===== src/rtl/spart_pkg.sv =====
// rtl/spart_pkg.sv - shared SPART types and defaults, reused by receiver and transmitter
package spart_pkg;

  localparam int OVERSAMPLE_DEF = 16;
  localparam int DATA_BITS_DEF  = 8;
  localparam logic IDLE_LEVEL   = 1'b1;

  typedef enum logic [1:0] {
    ST_IDLE  = 2'd0,
    ST_START = 2'd1,
    ST_DATA  = 2'd2,
    ST_STOP  = 2'd3
  } spart_state_e;

  function automatic logic maj3(input logic a, input logic b, input logic c);
    return (a & b) | (a & c) | (b & c);
  endfunction

endpackage


===== src/rtl/spart_rx_if.sv =====
// rtl/spart_rx_if.sv - receiver line/bus-side signal bundle
interface spart_rx_if #(
  parameter int DATA_BITS = spart_pkg::DATA_BITS_DEF
);
  logic                 baud_en;
  logic                 rxd;
  logic                 rd_ack;
  logic [DATA_BITS-1:0] rx_data;
  logic                 rda;
  logic                 frame_err;
  logic                 overrun;

  modport master (
    output baud_en, rxd, rd_ack,
    input  rx_data, rda, frame_err, overrun
  );

  modport slave (
    input  baud_en, rxd, rd_ack,
    output rx_data, rda, frame_err, overrun
  );
endinterface


===== src/rtl/spart_sync.sv =====
// rtl/spart_sync.sv - rxd double-flop synchronizer and mid-bit 3-sample majority voter
module spart_sync
  import spart_pkg::*;
#(
  parameter int OVERSAMPLE = OVERSAMPLE_DEF,
  localparam int TW        = $clog2(OVERSAMPLE)
) (
  input  logic          clk,
  input  logic          rst,
  input  logic          i_rxd,
  input  logic          i_baud_en,
  input  logic [TW-1:0] i_tick,
  output logic          o_rxs,
  output logic          o_vote
);

  localparam logic [TW-1:0] TICK_S0 = TW'(OVERSAMPLE / 2 - 1);
  localparam logic [TW-1:0] TICK_S1 = TW'(OVERSAMPLE / 2);

  logic r_meta;
  logic r_rxs;
  logic r_smp0;
  logic r_smp1;

  always_ff @(posedge clk) begin
    if (!rst) begin
      r_meta <= IDLE_LEVEL;
      r_rxs  <= IDLE_LEVEL;
      r_smp0 <= IDLE_LEVEL;
      r_smp1 <= IDLE_LEVEL;
    end else begin
      r_meta <= i_rxd;
      r_rxs  <= r_meta;
      // Third sample is the live rxs at tick M+1, so the vote is ready that cycle
      if (i_baud_en && i_tick == TICK_S0) r_smp0 <= r_rxs;
      if (i_baud_en && i_tick == TICK_S1) r_smp1 <= r_rxs;
    end
  end

  assign o_rxs  = r_rxs;
  assign o_vote = maj3(r_smp0, r_smp1, r_rxs);

endmodule


===== src/rtl/spart_rx.sv =====
// rtl/spart_rx.sv - SPART 8N1 receiver: frame FSM, counters, shift register, status flags
module spart_rx
  import spart_pkg::*;
#(
  parameter int OVERSAMPLE = OVERSAMPLE_DEF,
  parameter int DATA_BITS  = DATA_BITS_DEF
) (
  input  logic       clk,
  input  logic       rst,
  spart_rx_if.slave  bus
);

  localparam int TW = $clog2(OVERSAMPLE);
  localparam int BW = (DATA_BITS > 1) ? $clog2(DATA_BITS) : 1;

  localparam logic [TW-1:0] TICK_LAST = TW'(OVERSAMPLE - 1);
  localparam logic [TW-1:0] TICK_VOTE = TW'(OVERSAMPLE / 2 + 1);
  localparam logic [BW-1:0] BIT_LAST  = BW'(DATA_BITS - 1);

  spart_state_e         r_state;
  spart_state_e         w_state_nxt;
  logic [TW-1:0]        r_tick;
  logic [TW-1:0]        w_tick_nxt;
  logic [BW-1:0]        r_bitn;
  logic [BW-1:0]        w_bitn_nxt;
  logic [DATA_BITS-1:0] r_shift;
  logic [DATA_BITS-1:0] r_rx_data;
  logic                 r_rda;
  logic                 r_frame_err;
  logic                 r_overrun;

  logic w_rxs;
  logic w_vote;
  logic w_at_vote;
  logic w_at_wrap;
  logic w_shift_en;
  logic w_deliver;

  spart_sync #(
    .OVERSAMPLE (OVERSAMPLE)
  ) u_sync (
    .clk       (clk),
    .rst       (rst),
    .i_rxd     (bus.rxd),
    .i_baud_en (bus.baud_en),
    .i_tick    (r_tick),
    .o_rxs     (w_rxs),
    .o_vote    (w_vote)
  );

  assign w_at_vote = (r_tick == TICK_VOTE);
  assign w_at_wrap = (r_tick == TICK_LAST);

  always_ff @(posedge clk) begin
    if (!rst) begin
      r_state <= ST_IDLE;
      r_tick  <= '0;
      r_bitn  <= '0;
    end else begin
      r_state <= w_state_nxt;
      r_tick  <= w_tick_nxt;
      r_bitn  <= w_bitn_nxt;
    end
  end

  always_comb begin
    w_state_nxt = r_state;
    w_tick_nxt  = r_tick;
    w_bitn_nxt  = r_bitn;
    w_shift_en  = 1'b0;
    w_deliver   = 1'b0;
    if (bus.baud_en) begin
      w_tick_nxt = w_at_wrap ? '0 : r_tick + 1'b1;
      case (r_state)
        ST_IDLE: begin
          w_tick_nxt = '0;
          if (!w_rxs) w_state_nxt = ST_START;
        end
        ST_START: begin
          if (w_at_vote && w_vote) begin
            w_state_nxt = ST_IDLE;
            w_tick_nxt  = '0;
          end else if (w_at_wrap) begin
            w_state_nxt = ST_DATA;
            w_bitn_nxt  = '0;
          end
        end
        ST_DATA: begin
          w_shift_en = w_at_vote;
          if (w_at_wrap) begin
            if (r_bitn == BIT_LAST) w_state_nxt = ST_STOP;
            else                    w_bitn_nxt  = r_bitn + 1'b1;
          end
        end
        ST_STOP: begin
          // Leave mid stop bit so a back-to-back start edge is not missed
          if (w_at_vote) begin
            w_deliver   = 1'b1;
            w_state_nxt = ST_IDLE;
            w_tick_nxt  = '0;
          end
        end
        default: begin
          w_state_nxt = ST_IDLE;
          w_tick_nxt  = '0;
        end
      endcase
    end
  end

  always_ff @(posedge clk) begin
    if (!rst) begin
      r_shift <= '0;
    end else if (w_shift_en) begin
      r_shift <= {w_vote, r_shift[DATA_BITS-1:1]};
    end
  end

  always_ff @(posedge clk) begin
    if (!rst) begin
      r_rx_data   <= '0;
      r_rda       <= 1'b0;
      r_frame_err <= 1'b0;
      r_overrun   <= 1'b0;
    end else if (w_deliver) begin
      // A read in the delivery cycle frees the buffer, so the new byte is accepted
      if (!r_rda || bus.rd_ack) begin
        r_rx_data   <= r_shift;
        r_rda       <= 1'b1;
        r_frame_err <= ~w_vote;
        r_overrun   <= r_overrun & ~bus.rd_ack;
      end else begin
        r_overrun   <= 1'b1;
      end
    end else if (bus.rd_ack) begin
      r_rda       <= 1'b0;
      r_frame_err <= 1'b0;
      r_overrun   <= 1'b0;
    end
  end

  assign bus.rx_data   = r_rx_data;
  assign bus.rda       = r_rda;
  assign bus.frame_err = r_frame_err;
  assign bus.overrun   = r_overrun;

endmodule


===== src/flat_wrapper.sv =====
// flat-port wrapper written by rule: the top's interface ports become plain ports
module spart_rx_flat import spart_pkg::*;
#(
  parameter int OVERSAMPLE = OVERSAMPLE_DEF,
  parameter int DATA_BITS  = DATA_BITS_DEF
)
  (clk, rst, bus_baud_en, bus_rxd, bus_rd_ack, bus_rx_data, bus_rda, bus_frame_err, bus_overrun);
  spart_rx_if #(.DATA_BITS(DATA_BITS)) bus_i ();
  input  logic clk;
  input  logic rst;
  input wire logic [$bits(bus_i.baud_en)-1:0] bus_baud_en;
  input wire logic [$bits(bus_i.rxd)-1:0] bus_rxd;
  input wire logic [$bits(bus_i.rd_ack)-1:0] bus_rd_ack;
  output wire logic [$bits(bus_i.rx_data)-1:0] bus_rx_data;
  output wire logic [$bits(bus_i.rda)-1:0] bus_rda;
  output wire logic [$bits(bus_i.frame_err)-1:0] bus_frame_err;
  output wire logic [$bits(bus_i.overrun)-1:0] bus_overrun;
  assign bus_i.baud_en = bus_baud_en;
  assign bus_i.rxd = bus_rxd;
  assign bus_i.rd_ack = bus_rd_ack;
  assign bus_rx_data = bus_i.rx_data;
  assign bus_rda = bus_i.rda;
  assign bus_frame_err = bus_i.frame_err;
  assign bus_overrun = bus_i.overrun;
  spart_rx #(.OVERSAMPLE(OVERSAMPLE), .DATA_BITS(DATA_BITS)) u_core (.clk(clk), .rst(rst), .bus(bus_i));
endmodule

===== config.mk =====
export PLATFORM = sky130hd
export DESIGN_NAME = spart_rx_flat
export DESIGN_NICKNAME = d
export VERILOG_FILES = /design/src/rtl/spart_pkg.sv /design/src/rtl/spart_rx_if.sv /design/src/rtl/spart_sync.sv /design/src/rtl/spart_rx.sv /design/src/flat_wrapper.sv
export SDC_FILE = /design/constraint.sdc
export NUM_CORES = 1
export LEC_CHECK = 0
export ABC_AREA = 1
export CELL_PAD_IN_SITES_DETAIL_PLACEMENT = 1
export CELL_PAD_IN_SITES_GLOBAL_PLACEMENT = 2
export CORE_MARGIN = 2
export CORE_UTILIZATION = 35
export CTS_BUF_LIST = sky130_fd_sc_hd__clkbuf_4 sky130_fd_sc_hd__clkbuf_8
export DETAILED_ROUTE_END_ITERATION = 8
export PLACE_DENSITY = 0.89
export RECOVER_POWER = 100
export SYNTH_ARGS = -nofsm -noshare
export SYNTH_HDL_FRONTEND = slang
export SYNTH_HIERARCHICAL = 1
export SYNTH_SLANG_ARGS = --single-unit

===== constraint.sdc =====
create_clock -name clk -period 2.52 [get_ports clk]
set_input_delay 0.756 -clock clk [delete_from_list [all_inputs] [get_ports clk]]
set_output_delay 0.756 -clock clk [all_outputs]
set_load 0.02 [all_outputs]

==> results.md, run 1 <==
| Step | Result | This run |
|---|---|---|
| sta | Final Hold Viols | 0 |
| setup path | Nature of the critical path startpoint | input pin |
| power and ir drop | Fraction of power consumed by combinational cells | 6.0% |
| synth | Count leader, synth | nand2_1 |
| power and ir drop | Net switching power of the design | 0.0002570 W |
| setup path | Critical Path End Type | flip-flop |
| sta | Setup repair after global routing missed its margin | false |
| synth | Cell count after synthesis | 194 |
| sta | Total of endpoints with negative setup slack in the final report | 0 |
| global routing | Pin count of the biggest net entering global routing | 21 |
| setup path | Cells along the critical path | clkdlybuf4s50_1 -> clkbuf_1 -> nand3_1 -> nor2_1 -> nand3_1 -> nand3_1 -> nand2_1 |
| global routing | Number of antenna violations at the first check in global routing | 0 |
| routing | Count of TritonRoute iterations in the first routing pass | 4 |
| global routing | Number of global-route vias before repair | 1,357 |
| routing | Number of remaining DRC errors | 0 |
| setup path | Minimum setup slack among reg-to-reg paths | 0.87 ns |
| place | DP HPWL | 2.661 mm |
| sta | Achievable frequency | 0.4806 GHz |
| power and ir drop | Design internal power | 0.0007276 W |
| synth | Share of the yosys chip area belonging to registers | 44.33% |
| sta | Min Tclk post-route | 2.081 ns |
| routing | Routed length per placed instance | 13.31 um |
| clock tree | Post-CTS resize count | 0 |
| clock tree | Reg clk slew, reported paths | 0.07 ns |
| synth | Netlist area before placement | 1445 um^2 |
| synth | Synth area leaders | dfxtp_1 44%, nand2_1 10%, nand3_1 8.7% |
| setup path | Crit path max fanout | 11 |
| sta | Worst-case setup margin in the final layout | 0.4395 ns |
| clock tree | CTS Hold Bufs | 0 |
| flow run | Total of max-cap violations | 0 |
| floorplanning | Die extent in x | 68.26 um |
| power and ir drop | Clock group share of total power | 41.1% |
| synth | Async set-or-reset flop fraction in the synthesized netlist | 0% |
| sta | Worst slew margin relative to its limit | 43.95% |
| synth | Yosys synthesis warning count | 6 |
| setup path | Dominant delay contributor by cell family on the critical path | buffers and inverters |
| power and ir drop | Total power divided by cell area | 563.7 nW/um^2 |
| clock tree | Clock latency reported for the late side of the worst-skew pair | 0.29 ns |
| layout | Signed area change from the synthesized netlist to the final layout | 20.87% |
| synth | Distinct cell type count of the synthesized netlist | 23 |
| power and ir drop | Worst vdd rail ir drop | 0.2768 mV |
| setup path | Worst flop-to-flop path startpoint | u_core/r_tick[0] |
| min path | Hold path start | u_core/u_sync/r_meta |
| clock tree | Number of sinks driven by the clock tree | 32 |
| global routing | Global-route congestion overflow total | 0 |
| floorplanning | Area of the core | 4000 um^2 |
| clock tree | TritonCTS clock tree | done |
| floorplanning | Die area | 4659 um^2 |
| sta | Final Max Slew Viols | 0 |
| synth | Avg Synthesized Cell Area | 7.449 um^2 |
| power and ir drop | Switching share of power | 26.10% |
| routing | Residual antenna-violating net count after detailed routing | 0 |
| clock tree | Number of H-tree levels | 2 |
| setup path | Buffers and inverters on the worst path | 2 |
| setup path | Logic depth of the worst register-to-register path | 6 |
| global routing | GRT Util Overall | 18.03% |
| routing | Number of DRC markers in iteration 0 | 48 |
| setup path | Crit path kind | input pin to flip-flop |
| clock tree | Cell at the root of the clock tree | clkbuf_8 |
| sta | Setup TNS after final layout | 0 ns |
| layout | Final net count | 225 |
| layout | Fraction of final layout cells with drive strength greater than 1 | 11.06% |
| routing | Detailed-route vias per instance | 5.007 |
| place | Placer Congestion | 0.8256 |
| floorplanning | Io pins | 16 |
| sta | Worst Tran Pin Value | 0.8408 ns |
| floorplanning | Effective utilization at floorplan | 36.13% |
| layout | Number of antenna cells inserted | 0 |
| routing | Total via count after detailed routing | 1,337 |
| setup path | Most frequent cell on the critical path | nand3_1 |
| setup path | Reg-to-Reg End | u_core/bus.rx_data[5] |
| min path | Hold Crit Depth | 2 |
| synth | Net Count, Synth | 203 |
| place | Number of buffers inserted by port buffering | 15 |
| setup path | Highest cell delay on the worst timing path | 0.50 ns |
| synth | Commonest cells post-synth | 40 x nand2_1, 32 x dfxtp_1, 25 x nand3_1 |
| synth | Synth area leader | dfxtp_1 |
| synth | FF+latch count, synth | 32 |
| synth | Number of synthesized flops with an enable pin | 0 |
| setup path | CP max-delay cell | clkdlybuf4s50_1 |
| synth | Primary FF master, synth | dfxtp_1 |
| power and ir drop | Reg power frac | 52.9% |
| setup path | Arrival time at the worst endpoint | 2.27 ns |
| layout | Filler cell count in the final layout | 507 |
| floorplanning | Cell Rows | 23 |
| floorplanning | Die outline height | 68.26 um |
| synth | Synth top area share | 44.33% |
| run status | Outcome | finished, final reports clean |
| sta | Final worst clock skew | 0.005053 ns |
| sta | Fraction of the cycle the final worst path needs | 82.56% |
| min path | Destination of the worst hold path | u_core/u_sync/o_rxs |
| power and ir drop | Leakage component of the power | 0.7934 nW |
| min path | Hold Path Class | flip-flop to flip-flop |
| clock tree | Inserted Clock Buffers | 5 |
| global routing | First-pass GRT wire length | 6.182 mm |
| place | Place WS | 0.3828 ns |
| setup path | Data required, critical path | 2.71 ns |
| clock tree | Number of post-CTS setup repair buffers | 0 |
| clock tree | Maximum number of buffers from clock root to sink | 2 |
| routing | Post-detailed-routing wire length | 3.555 mm |
-- placed cells by master, fill, tap and decap left out, drive strengths merged, types with 3 or more instances in the layout --
cell type and instances:
clkbuf 7, a21oi 18, ha 4, clkdlybuf4s50 3, dlygate4sd3 12, nor2 27
o21ai 13, nand3 26, dfxtp 32, nand2 42, inv 21
-- cell families after synthesis --
group / count (synthesis) / synth area share, %
adders and majority gates: 5 / 4.156
DFF: 32 / 44.33
buffers and inverters: 25 / 7.099
AOI/OAI and AO/OA: 31 / 11.00
xor gates and xnor gates: 1 / 0.6062
and+or+nand+nor: 100 / 32.81
-- final cells by class --
type	count	area (um^2)	area share, %
repair buffers	19	172.7	9.885
well taps	50	62.56	3.582
multi-input cells	137	699.4	40.04
clock inverters	3	23.77	1.361
inverters	21	78.83	4.513
flip-flops and latches	32	640.6	36.68
clock buffers	5	68.82	3.940
-- worst max path at each step --
stage / from / endpoint / slack, ns / cells after the start
floorplan: bus_baud_en / u_core/bus.rx_data[0] / 0.74 / 7
global placement: bus_baud_en / u_core/bus.rx_data[0] / 0.42 / 6
detailed placement: bus_baud_en / u_core/bus.rx_data[0] / 0.38 / 6
CTS: u_core/bus.rda / bus_rda / 0.49 / 1
global route: rst / u_core/r_tick[3] / 0.26 / 4
finish: bus_baud_en / flip-flop / 0.44 / 7
-- tightest hold or removal path, delay by kind of cell (launching register included) --
family | cells | cell delay (ns)
flops | 1 | 0.31
simple gates | 1 | 0.04
buf+inv | 1 | 0.03
-- stage by stage --
stage | instances | hold slack [ns] | utilization (%) | total power, W | area, um^2
finish | 267 | 0.4042 | 43.67 | 0.0009846 | 1747
global placement | 259 | 0.3817 | 41.60 | 0.0005900 | 1664
detailed placement | 259 | 0.3917 | 41.60 | 0.0005946 | 1664
floorplan | 194 | 0.3795 | - | 0.0005710 | 1445
global route | 267 | 0.4275 | 43.67 | 0.001025 | 1747
CTS | 267 | 0.4099 | 43.92 | 0.001002 | 1757
-- layer usage --
layer	share of wire, %	vias up	global-route usage, %
li1	-	672	-
met1	45	644	20.60
met2	50	13	30.83
met3	2.8	8	5.757
met4	1.9	0	7.500
met5	0	-	0
-- flip-flops by register name, indices dropped and copies added (netlist names), named ones only --
name                  cells
u_core/r_tick             4
u_core/bus.overrun        1
u_core/u_sync/r_smp1      1
u_core/bus.frame_err      1
u_core/bus.rda            1
u_core/u_sync/r_meta      1
u_core/bus.rx_data        8
u_core/r_state            1
u_core/r_bitn             3
u_core/u_sync/o_rxs       1
u_core/r_shift            8
u_core/u_sync/r_smp0      1
-- power groups by stage --
| stage | Sequential [W] | Clock [W] | Combinational (W) |
|---|---|---|---|
| 2_1_floorplan | 0.000531 | 0 | 0.0000403 |
| 3_3_place_gp | 0.000533 | 0 | 0.0000574 |
| 3_5_place_dp | 0.000533 | 0 | 0.0000614 |
| 6_report | 0.000521 | 0.000404 | 0.0000590 |
| 5_1_grt | 0.000523 | 0.000435 | 0.0000678 |
| 4_1_cts | 0.000521 | 0.000419 | 0.0000617 |
Note: power is estimated with default switching activity, not from simulation.
==> run 2, diff against run 1 <==
- CORE_UTILIZATION: 35 -> 33
- PLACE_DENSITY: 0.89 -> 0.85
- clock period: 2.52 -> 2.1 ns (I/O delays scaled with it)
==> run 2 against run 1 <==
  * Hold slack gained 0.0023 ns
  * Clock skew shrank 0.0013 ns
  * Die area grew 5.7%
  * Non-clock buffer count grew 2
  * Global-route usage shrank 1.9 points
  * Critical path depth shrank 6
  * Worst setup slack lost 0.27 ns
  * Power grew 18%
  * Sequential cell count is the same
  * Sequential power grew 20%
  * Wire length shrank 0.20%
  * Clock power grew 14%
==> results.md, run 2 (synthesis gave the netlist of run 1 again) <==
| Step | Result | This run | Change |
|---|---|---|---|
| layout | Signed area change from the synthesized netlist to the final layout | 20.87% | unchanged |
| run status | Outcome | finished, final reports clean |  |
| setup path | Crit path max fanout | 2 | -9 |
| setup path | Dominant delay contributor by cell family on the critical path | buffers and inverters |  |
| global routing | GR Layer Usage met2 | 29.42% | -1.4 points |
| floorplanning | Die extent in x | 70.18 um | +2.8% |
| sta | Setup TNS after final layout | 0 ns | unchanged |
| setup path | Critical Path End Type | output port |  |
| floorplanning | Die outline height | 70.18 um | +2.8% |
| min path | Hold Crit Depth | 2 | unchanged |
| routing | Routed length per placed instance | 13.09 um | -1.7% |
| layout | Most common library cell in the layout ignoring fill and taps | nand2_1 |  |
| clock tree | Number of sinks driven by the clock tree | 32 | unchanged |
| place | Placer Congestion | 0.7325 | -11% |
| power and ir drop | Final Total Pwr | 0.001158 W | +18% |
| global routing | Pin count of the biggest net entering global routing | 21 | unchanged |
| floorplanning | Io pins | 16 | unchanged |
| floorplanning | Cell Rows | 24 | +4.3% |
| sta | Setup repair after global routing missed its margin | false |  |
| floorplanning | Effective utilization at floorplan | 33.65% | -2.5 points |
| clock tree | Number of H-tree levels | 2 | unchanged |
| clock tree | TritonCTS clock tree | done |  |
| routing | Number of remaining DRC errors | 0 | unchanged |
| global routing | Global-route congestion overflow total | 0 | unchanged |
| floorplanning | Area of the core | 4294 um^2 | +7.4% |
| power and ir drop | Worst vdd rail ir drop | 0.3295 mV | +19% |
| routing | Count of TritonRoute iterations in the first routing pass | 4 | unchanged |
| routing | Total via count after detailed routing | 1,318 | -1.4% |
| setup path | Nature of the critical path startpoint | flip-flop |  |
| clock tree | Inserted Clock Buffers | 5 | unchanged |
| routing | Post-detailed-routing wire length | 3.548 mm | -0.20% |
| global routing | Met3 routing resource usage after global routing | 4.329% | -1.4 points |
| setup path | Buffers and inverters on the worst path | 1 | -1 |
| setup path | Highest cell delay on the worst timing path | 0.69 ns | +0.19 ns |
| global routing | GRT Util Overall | 16.17% | -1.9 points |
| setup path | Cells along the critical path | dlygate4sd3_1 |  |
| routing | Detailed-route vias per instance | 4.863 | -2.9% |
| layout | Number of antenna cells inserted | 0 | unchanged |
| place | Number of buffers inserted by port buffering | 15 | unchanged |
| flow run | Total of max-cap violations | 0 | unchanged |
| clock tree | Reg clk slew, reported paths | 0.07 ns | about the same |
| place | DP HPWL | 2.790 mm | +4.9% |
| sta | Final worst clock skew | 0.003793 ns | -0.001260 ns |
| clock tree | Clock latency reported for the late side of the worst-skew pair | 0.28 ns | about the same |
| routing | Number of DRC markers in iteration 0 | 48 | unchanged |
| floorplanning | Die area | 4925 um^2 | +5.7% |
| global routing | Fraction of met1 tracks used by global routing | 18.24% | -2.4 points |
| min path | Hold Path Class | flip-flop to flip-flop |  |
| setup path | Crit path kind | flip-flop to output port |  |
| global routing | Gr busiest metal | met2 |  |
| layout | Commonest non-fill, non-tap cells in the layout | 41 x nand2_1, 32 x dfxtp_1, 26 x nand3_1, 23 x nor2_1 |  |
| sta | Fraction of the cycle the final worst path needs | 91.96% |  |
| clock tree | Maximum number of buffers from clock root to sink | 2 | unchanged |
| sta | Total of endpoints with negative setup slack in the final report | 0 | unchanged |
| global routing | Number of antenna violations at the first check in global routing | 0 | unchanged |
| power and ir drop | Total power divided by cell area | 662.8 nW/um^2 | +18% |
| sta | Final Hold Viols | 0 | unchanged |
| global routing | Number of global-route vias before repair | 1,419 | +4.6% |
| setup path | Arrival time at the worst endpoint | 1.30 ns | -0.97 ns |
| clock tree | CTS Hold Bufs | 0 | unchanged |
| clock tree | Number of post-CTS setup repair buffers | 0 | unchanged |
| power and ir drop | Leakage component of the power | 0.8092 nW | +2.0% |
| sta | Achievable frequency | 0.5178 GHz |  |
| setup path | Logic depth of the worst register-to-register path | 6 | unchanged |
| sta | Final Max Slew Viols | 0 | unchanged |
| clock tree | Post-CTS resize count | 0 | unchanged |
| layout | Fraction of final layout cells with drive strength greater than 1 | 10.96% | -0.10 points |
| setup path | Data required, critical path | 1.47 ns | -1.24 ns |
| sta | Min Tclk post-route | 1.931 ns |  |
| clock tree | Cell at the root of the clock tree | clkbuf_8 |  |
| global routing | First-pass GRT wire length | 6.327 mm | +2.3% |
| layout | Final net count | 227 | +0.89% |
| routing | Residual antenna-violating net count after detailed routing | 0 | unchanged |
| sta | Worst Tran Pin Value | 0.4703 ns | -0.3705 ns |
| layout | Final core utilization | 40.68% | -3.0 points |
| sta | Worst slew margin relative to its limit | 68.61% | +25 points |
| setup path | CP max-delay cell | dlygate4sd3_1 |  |
| setup path | Count of cell instances traversed by the critical path | 1 | -6 |
## run 2: changes by cell type in the layout (fill, tap and decap cells not counted), sizes merged
cell and change:
buf +2, clkinv +2, clkdlybuf4s50 -1, clkinvlp -2
dlygate4sd3 +1
## run 2: power by group
part | internal, W | switching, W | total, W
logic | 0.0000252 | 0.0000456 | 0.0000708
registers | 0.000615 | 0.0000106 | 0.000626
clock network | 0.000231 | 0.000231 | 0.000461
## run 2: layer usage
metal,vias up,share of wire [%]
li1,682,-
met1,624,43
met2,10,54
met3,2,2.1
met4,0,0.70
met5,-,0
## run 2: final timing paths
| kind | start | slack, ns | to |
|---|---|---|---|
| max reg2reg | u_core/r_tick[0] | 0.39 | u_core/r_shift[5] |
| max | u_core/bus.rx_data[5] | 0.17 | bus_rx_data[5] |
| min | u_core/u_sync/r_meta | 0.41 | u_core/u_sync/o_rxs |
| min reg2reg | u_core/u_sync/r_meta | 0.41 | u_core/u_sync/o_rxs |
## run 2: through the flow
step                      instance area (um^2)  cells  setup WS [ns]  hold slack, ns
after floorplan                           1445    194         0.4478          0.3795
after CTS                                 1769    271         0.2128          0.4120
final                                     1747    271         0.1689          0.4065
after global placement                    1682    263         0.1625          0.3837
after detailed placement                  1682    263         0.1122          0.3953
after global routing                      1747    271         0.1047          0.4439
## run 2: layout make-up
cell class	count	area (um^2)
Timing Repair Buffer	21	187.7
Sequential cell	32	640.6
Clock inverter	3	18.77
Clock buffer	5	68.82
Fill cell	528	2547
Inverter	21	78.83
Multi-Input combinational cell	137	686.9
Tap cell	52	65.06
==> run 3, diff against run 2 <==
- clock period: 2.1 -> 1.8 ns (I/O delays scaled with it)
==> run 3 against run 2 <==
  * Hold slack worse by 0.0043 ns
  * Critical path depth unchanged
  * First-iteration DRC count is 48% lower
  * Die area stayed put
  * Power is 36% higher
  * Combinational power rose by 25%
  * Sequential power increased by 17%
  * Global-route usage increased by 0.065 points
  * Via count stayed put
  * Clock power increased by 64%
==> results.md, run 3 (synthesis gave the netlist of run 1 again) <==
| Step | Result | This run | Change |
|---|---|---|---|
| sta | Final worst clock skew | 0.004251 ns | +0.0004573 ns |
| place | Area of placed instances | 1689 um^2 | +0.45% |
| routing | Total via count after detailed routing | 1,318 | unchanged |
| setup path | Minimum setup slack among reg-to-reg paths | 0.14 ns | -0.25 ns |
| global routing | Fraction of met1 tracks used by global routing | 18.88% | +0.65 points |
| power and ir drop | Leakage component of the power | 0.7892 nW | -2.5% |
| place | Placer Congestion | 0.7372 | +0.64% |
| setup path | Data required, critical path | 1.26 ns | -0.21 ns |
| layout | Multi-input gate area in the final layout | 696.9 um^2 | +1.5% |
| sta | Worst Tran Pin Value | 0.4606 ns | -0.009649 ns |
| layout | Most common library cell in the layout ignoring fill and taps | nand2_1 |  |
| routing | Post-detailed-routing wire length | 3.628 mm | +2.3% |
| layout | Number of antenna cells inserted | 0 | unchanged |
| layout | Final net count | 228 | +0.44% |
| global routing | Number of antenna violations at the first check in global routing | 0 | unchanged |
| global routing | Global-route congestion overflow total | 0 | unchanged |
| global routing | Met3 routing resource usage after global routing | 3.030% | -1.3 points |
| layout | Filler cell count in the final layout | 549 | +4.0% |
| clock tree | Inserted Clock Buffers | 5 | unchanged |
| layout | Commonest non-fill, non-tap cells in the layout | 40 x nand2_1, 32 x dfxtp_1, 26 x nand3_1, 22 x nor2_1 |  |
| floorplanning | Die extent in x | 70.18 um | unchanged |
| clock tree | Reg clk slew, reported paths | 0.07 ns | about the same |
| layout | Register Area | 640.6 um^2 | unchanged |
| setup path | Nature of the critical path startpoint | flip-flop |  |
| global routing | Gr busiest metal | met2 |  |
| routing | Count of TritonRoute iterations in the first routing pass | 4 | unchanged |
| place | DP HPWL | 2.726 mm | -2.3% |
| global routing | GR Layer Usage met2 | 28.36% | -1.1 points |
| floorplanning | Die outline height | 70.18 um | unchanged |
| clock tree | TritonCTS clock tree | done |  |
| routing | Number of remaining DRC errors | 0 | unchanged |
| floorplanning | Cell Rows | 24 | unchanged |
| sta | Min Tclk post-route | 1.754 ns |  |
| flow run | Total of max-cap violations | 0 | unchanged |
| floorplanning | Area of the core | 4294 um^2 | unchanged |
| clock tree | Number of sinks driven by the clock tree | 32 | unchanged |
| floorplanning | Effective utilization at floorplan | 33.65% | unchanged |
| global routing | First-pass GRT wire length | 6.265 mm | -0.98% |
| sta | Final Max Slew Viols | 0 | unchanged |
| setup path | Critical Path End Type | output port |  |
| setup path | Crit path kind | flip-flop to output port |  |
| setup path | Cells along the critical path | clkdlybuf4s50_1 |  |
| floorplanning | Die area | 4925 um^2 | unchanged |
| setup path | Crit path max fanout | 2 | unchanged |
| sta | Final Hold Viols | 0 | unchanged |
| layout | Final core utilization | 41.14% | +0.47 points |
| clock tree | Number of H-tree levels | 2 | unchanged |
| sta | Total of endpoints with negative setup slack in the final report | 0 | unchanged |
| sta | Achievable frequency | 0.5701 GHz |  |
| layout | Finished layout cell area | 1767 um^2 | +1.1% |
| sta | Setup repair after global routing missed its margin | false |  |
| clock tree | Clock latency reported for the late side of the worst-skew pair | 0.28 ns | about the same |
| setup path | Highest cell delay on the worst timing path | 0.60 ns | -0.09 ns |
| routing | Number of DRC markers in iteration 0 | 25 | -48% |
| routing | Residual antenna-violating net count after detailed routing | 0 | unchanged |
| power and ir drop | Total power divided by cell area | 891.4 nW/um^2 | +34% |
| place | Number of buffers inserted by port buffering | 15 | unchanged |
| clock tree | Maximum number of buffers from clock root to sink | 2 | unchanged |
| layout | Fraction of final layout cells with drive strength greater than 1 | 13.18% | +2.2 points |
| power and ir drop | Worst vdd rail ir drop | 0.4580 mV | +39% |
| setup path | Arrival time at the worst endpoint | 1.21 ns | -0.09 ns |
| routing | Routed length per placed instance | 13.34 um | +1.9% |
| global routing | Number of global-route vias before repair | 1,385 | -2.4% |
| sta | Worst slew margin relative to its limit | 69.26% | +0.64 points |
| setup path | Dominant delay contributor by cell family on the critical path | buffers and inverters |  |
| setup path | CP max-delay cell | clkdlybuf4s50_1 |  |
| sta | Fraction of the cycle the final worst path needs | 97.45% |  |
| clock tree | CTS Hold Bufs | 0 | unchanged |
| layout | Signed area change from the synthesized netlist to the final layout | 22.25% |  |
| clock tree | Cell at the root of the clock tree | clkbuf_8 |  |
| global routing | Pin count of the biggest net entering global routing | 21 | unchanged |
| min path | Hold Path Class | flip-flop to flip-flop |  |
| routing | Detailed-route vias per instance | 4.846 | -0.37% |
| global routing | GRT Util Overall | 16.23% | +0.065 points |
| run status | Outcome | finished, final reports clean |  |
| setup path | Buffers and inverters on the worst path | 1 | unchanged |
| floorplanning | Io pins | 16 | unchanged |
## run 3: cell types whose count changed in the layout (fill, tap and decap cells not counted), moves of 2 or more
| cell | delta |
|---|---|
| clkbuf_1 | +4 |
| clkbuf_2 | +2 |
| dlygate4sd3_1 | -12 |
| clkbuf_8 | +2 |
| clkinv_2 | -2 |
| clkdlybuf4s50_1 | +5 |
## run 3: power breakdown
group          leakage (nW)  total (W)  switching, W  internal, W
Sequential            0.259   0.000730     0.0000123     0.000717
Combinational         0.466  0.0000882     0.0000553    0.0000329
Clock                0.0645   0.000757      0.000268     0.000488
Total                 0.789    0.00157      0.000336      0.00124
## run 3: layout make-up
class / count / share of cell area [%]
inverters: 21 / 4.462
flip-flops and latches: 32 / 36.26
well taps: 52 / 3.683
multi-input cells: 137 / 39.45
clock buffers: 7 / 5.453
clock inverters: 1 / 1.700
repair buffers: 22 / 8.994
## run 3: per-layer routing
| layer | up-vias | part of all wire, % |
|---|---|---|
| li1 | 683 | - |
| met1 | 621 | 43 |
| met2 | 9 | 53 |
| met3 | 5 | 2.0 |
| met4 | 0 | 1.6 |
| met5 | - | 0 |
## run 3: tightest hold or removal path, stage by stage (launching register included)
cell and delay [ns]:
dfxtp_1 0.31, inv_1 0.03, nand2_1 0.04
## run 3: path summary, 6_finish.rpt
check | start | endpoint | depth (start not counted)
worst min-delay path | u_core/u_sync/r_meta | u_core/u_sync/o_rxs | 2
worst max-delay path | u_core/bus.rx_data[3] | bus_rx_data[3] | 1
worst max register to register | u_core/r_tick[0] | u_core/r_shift[6] | 6
worst min register to register | u_core/u_sync/r_meta | u_core/u_sync/o_rxs | 2
## run 3: stage by stage
stage | std cells | worst slack [ns] | setup TNS [ns] | hold WS, ns | power, W
2_1_floorplan | 194 | 0.2378 | 0 | 0.3795 | 0.0007993
3_3_place_gp | 264 | -0.01177 | -0.01952 | 0.3836 | 0.0008302
3_5_place_dp | 264 | -0.04584 | -0.2949 | 0.3906 | 0.0008372
4_1_cts | 272 | 0.003073 | 0 | 0.4078 | 0.001605
5_1_grt | 272 | 0.004548 | 0 | 0.4530 | 0.001646
6_report | 272 | 0.04594 | 0 | 0.4022 | 0.001575
## run 3: what timing repair did
action	4_1_cts	5_1_grt
buffers inserted	0	0
pin swaps	0	0
endpoints found under the setup margin	1	6
gates resized for setup	1	6
cloned	0	0
